**src/rtl/mem_arbiter.sv**
```systemverilog
// Round-robin arbiter sharing one single-port memory between the fetch and data ports.
// One transaction at a time through IDLE/ACCESS/RESP, with a watchdog that aborts lost acks.
module mem_arbiter #(
  parameter int unsigned ADDR_W  = 32,
  parameter int unsigned DATA_W  = 32,
  parameter int unsigned TIMEOUT = 16
) (
  input  logic              clk,
  input  logic              rst,
  input  logic              if_req,
  input  logic [ADDR_W-1:0] if_addr,
  output logic              if_done,
  output logic [DATA_W-1:0] if_rdata,
  input  logic              d_req,
  input  logic              d_we,
  input  logic [ADDR_W-1:0] d_addr,
  input  logic [DATA_W-1:0] d_wdata,
  output logic              d_done,
  output logic [DATA_W-1:0] d_rdata,
  output logic              err,
  output logic              busy,
  output logic              mem_req,
  output logic              mem_we,
  output logic [ADDR_W-1:0] mem_addr,
  output logic [DATA_W-1:0] mem_wdata,
  input  logic              mem_ack,
  input  logic [DATA_W-1:0] mem_rdata
);

  typedef enum logic [1:0] {StIdle, StAccess, StResp} state_e;

  localparam logic [7:0] WdLast = 8'(TIMEOUT - 1);

  state_e     state_q, state_d;
  logic       owner_q;  // 1 = data port owns the current transaction
  logic       last_q;   // 1 = data port was served last
  logic       we_q;
  logic       err_q;
  logic [7:0] wd_q;
  logic       any_req;
  logic       grant_d;

  assign any_req = if_req | d_req;

  // Ties go to the port not served last; otherwise the lone requester wins.
  always_comb begin
    grant_d = d_req;
    if (if_req && d_req) begin
      grant_d = ~last_q;
    end
  end

  always_ff @(posedge clk or posedge rst) begin
    if (rst) begin
      state_q <= StIdle;
    end else begin
      state_q <= state_d;
    end
  end

  always_comb begin
    state_d = state_q;
    case (state_q)
      StIdle:   if (any_req) state_d = StAccess;
      StAccess: if (mem_ack || (wd_q == WdLast)) state_d = StResp;
      StResp:   state_d = StIdle;
      default:  state_d = StIdle;
    endcase
  end

  always_ff @(posedge clk or posedge rst) begin
    if (rst) begin
      owner_q   <= 1'b0;
      last_q    <= 1'b1;
      we_q      <= 1'b0;
      err_q     <= 1'b0;
      wd_q      <= 8'd0;
      mem_addr  <= '0;
      mem_wdata <= '0;
      if_rdata  <= '0;
      d_rdata   <= '0;
    end else begin
      case (state_q)
        StIdle: begin
          if (any_req) begin
            owner_q  <= grant_d;
            last_q   <= grant_d;
            we_q     <= grant_d & d_we;
            mem_addr <= grant_d ? d_addr : if_addr;
            wd_q     <= 8'd0;
            if (grant_d) begin
              mem_wdata <= d_wdata;
            end
          end
        end
        StAccess: begin
          wd_q <= wd_q + 8'd1;
          // An ack on the watchdog's last cycle still counts as success.
          if (mem_ack) begin
            err_q <= 1'b0;
            if (!we_q) begin
              if (owner_q) begin
                d_rdata <= mem_rdata;
              end else begin
                if_rdata <= mem_rdata;
              end
            end
          end else if (wd_q == WdLast) begin
            err_q <= 1'b1;
          end
        end
        default: ;
      endcase
    end
  end

  always_comb begin
    mem_req = (state_q == StAccess);
    mem_we  = (state_q == StAccess) & we_q;
    busy    = (state_q != StIdle);
    if_done = (state_q == StResp) & ~owner_q;
    d_done  = (state_q == StResp) & owner_q;
    err     = (state_q == StResp) & err_q;
  end

endmodule

```
**config.mk**
```make
export PLATFORM = sky130hd
export DESIGN_NAME = mem_arbiter
export DESIGN_NICKNAME = d
export VERILOG_FILES = /design/src/rtl/mem_arbiter.sv
export SDC_FILE = /design/constraint.sdc
export NUM_CORES = 1
export LEC_CHECK = 0
export BUFFER_PORTS_ARGS = -buffer_cell sky130_fd_sc_hd__buf_2
export CAP_MARGIN = 25
export CORE_ASPECT_RATIO = 0.8
export CORE_UTILIZATION = 45
export DETAILED_ROUTE_END_ITERATION = 8
export PLACE_DENSITY = 0.8
export SLEW_MARGIN = 40
export SYNTH_ARGS = -nofsm -noshare
export SYNTH_HDL_FRONTEND = slang
export SYNTH_SLANG_ARGS = --single-unit
```
**constraint.sdc**
```tcl
create_clock -name clk -period 5.83 [get_ports clk]
set_input_delay 0.583 -clock clk [delete_from_list [all_inputs] [get_ports clk]]
set_output_delay 0.583 -clock clk [all_outputs]
set_load 0.01 [all_outputs]
```
==> qor.txt <==
outcome: finished clean
compound-gate portion of the synthesized area: 7.52%
Post-Layout Cell Count: 868
commonest non-fill, non-tap cells in the layout: 267 x buf_2, 141 x dfrtp_1, 95 x mux2_2
worst-margin pin slew: 0.741 ns
Clock Latency Late Sink: 0.42 ns
leading post-synthesis cells by cell area: dfrtp_1 61%, mux2_2 19%, mux2i_1 6.2%
cell taking the most area after synthesis: dfrtp_1
fin crit period: 2.52 ns
final WL: 14.1 mm
P&R area growth vs syn: 36.0%
Req. time, crit path: 5.25 ns
PostCTS Resize Cnt: 0
total track usage: 21.1%
Core Footprint: 12300 sq um
Filler cells: 952
mux share of post-synthesis cell area: 25.0%
die width: 129 um
IO Count: 268
post-synth net total: 551
Tcrit/Tclk final: 43.3%
Worst EP arrival: 1.94 ns
first-pass GRT wire length: 21.5 mm
Max Slew Vio Count: 0
TritonCTS clock tree: done
critical path peak fanout: 11
Max Cap Violations: 0
initial core utilization: 46.8%
layout cell share with drive strength beyond 1: 58.5%
CTS hold repair buffers: 0
placed cell count: 836
cts bufs inserted: 17
# diodes: 0
largest vdd supply drop: 0.273 mV
1st-pass router iterations: 4
XOR/XNOR Fraction of Synth Area: 0.152%
Vias/cell: 5.05
initial drt markers: 151
post-synthesis sequential area ratio: 61.6%
largest family of logic cells by synthesized area: multiplexers
CTS Sinks: 142
Post-Syn Area: 5770 sq um
die height: 103 um
Async SR Flop Fraction: 100%
synthesized instance count: 416
number of global-route vias before repair: 4465
Yosys top cell area share: 61.1%
Setup Fix Bufs, Post-CTS: 0
initial antenna violation count: 0
setup_tns: 0 ns
Tightest Hold Check Type: input pin to asynchronous set/reset pin
clock skew: 0.00988 ns
commonest non-fill, non-tap cell in the layout: buf_2
Rel. slew slack: 50.6%
power density of the placed cells: 558 nW/um^2
largest net degree at the start of global routing: 86
Residual DRC: 0
Final Setup Violations: 0
adder-cell area share of the yosys netlist: 0.217%
DR WL/cell: 16.2 um
CTS max path bufs: 2
post-synth cell types: 36
Hold Vio Cnt, Final: 0
GRT Residual Overflow: 0
syn avg cell area: 13.9 sq um
critical path launch point type: flop
Post-Synth Simple-Gate Area: 3.08%
Leakage: 3.91 nW
Placer Congestion: 0.821
Synth Flop Type: dfrtp_1
CTS root buf: clkbuf_16
nets: 819
I/O Buffers: 267
RSZ-0062 raised after global routing: false
Post-DP HPWL: 10.1 mm
Worst Setup End Kind: output port
number of synthesized flops with an enable pin: 0
Fmax achieved: 396 MHz
#FFs+latches synth: 142
clock-pin slew on the worst setup and hold paths: 0.06 ns
synth warn: 0
die area: 13300 sq um
via count: 4381
critical path type: flop to output port
ANT nets after route: 0
CTS H-tree lvls: 4
Rows: 36
[cell type report]
| cell class | count | area, sq um | area share, % |
|---|---|---|---|
| inverters | 3 | 16.3 | 0.207 |
| repair buffers | 274 | 1390 | 17.7 |
| flip-flops and latches | 142 | 3550 | 45.3 |
| well taps | 171 | 214 | 2.73 |
| clock buffers | 17 | 425 | 5.42 |
| multi-input cells | 246 | 2100 | 26.7 |
| clock inverters | 15 | 151 | 1.93 |
[worst max-delay path, stage by stage, from the launching register on]
cell	delay, ns
dfrtp_1	0.40
nand2b_1	0.40
clkinv_1	0.34
and2_1	0.25
buf_2	0.14
[flip-flops by register name, indices dropped and copies added, names as in the netlist]
name,count
owner_q,1
wd_q,8
err_q,1
if_rdata,32
we_q,1
mem_addr,32
d_rdata,32
mem_wdata,32
state_q,2
last_q,1
[final timing paths]
check	startpoint	endpoint	slack, ns	depth (start not counted)
hold reg to reg	wd_q[7]	wd_q[7]	0.47	1
hold / removal	rst	if_rdata[6]	0.29	2
min in group clk	mem_ack	err_q	0.40	2
max in group asynchronous	rst	d_rdata[3]	4.31	3
setup / recovery	state_q[1]	mem_we	3.31	4
setup reg to reg	state_q[1]	d_rdata[0]	3.56	5
[per-layer routing]
metal	vias to the layer above	part of all wire [%]	global-route usage (%)
met2	196	51	36.1
met1	2131	41	25.3
met3	19	6.8	5.86
met5	-	0	0
li1	2035	-	-
met4	0	1.4	8.96
[per-stage QoR]
step / util [%] / power [mW] / setup slack, ns / hold WS (ns) / instance area (sq um)
after global placement: 58.9 / 3.27 / 3.69 / 0.465 / 7270
after CTS: 63.6 / 4.42 / 3.31 / 0.330 / 7850
after detailed placement: 58.9 / 3.36 / 3.57 / 0.469 / 7270
final: 63.6 / 4.38 / 3.31 / 0.285 / 7850
after global routing: 63.6 / 4.65 / 3.17 / 0.339 / 7850
after floorplan: - / 2.63 / 1.44 / 0.444 / 5770
[cells in the mapped netlist (all sizes together), types with 2 or more instances]
master	n
dfrtp	141
mux2	96
o21ai	73
mux2i	36
buf	14
clkbuf	11
nand2	9
nor2	5
nor4	3
a21oi	2
and3b	2
inv	2
nand3	2
[power breakdown]
part           switching (mW)  internal (mW)  leakage [nW]
clock network           0.444          0.601         0.268
registers               0.261           1.47          1.72
logic                   0.831          0.775          1.93
[kinds of logic (layout without fill, tap and decap cells)]
| group | count (synthesis) | count (layout) |
|---|---|---|
| adders and majority gates | 1 | 1 |
| AOI/OAI and AO/OA | 82 | 82 |
| xor gates and xnor gates | 1 | 1 |
| buffers and inverters | 28 | 309 |
| DFF | 142 | 142 |
| and+or+nand+nor | 30 | 30 |
| muxes | 132 | 132 |
Note: power is estimated with default switching activity, not from simulation.
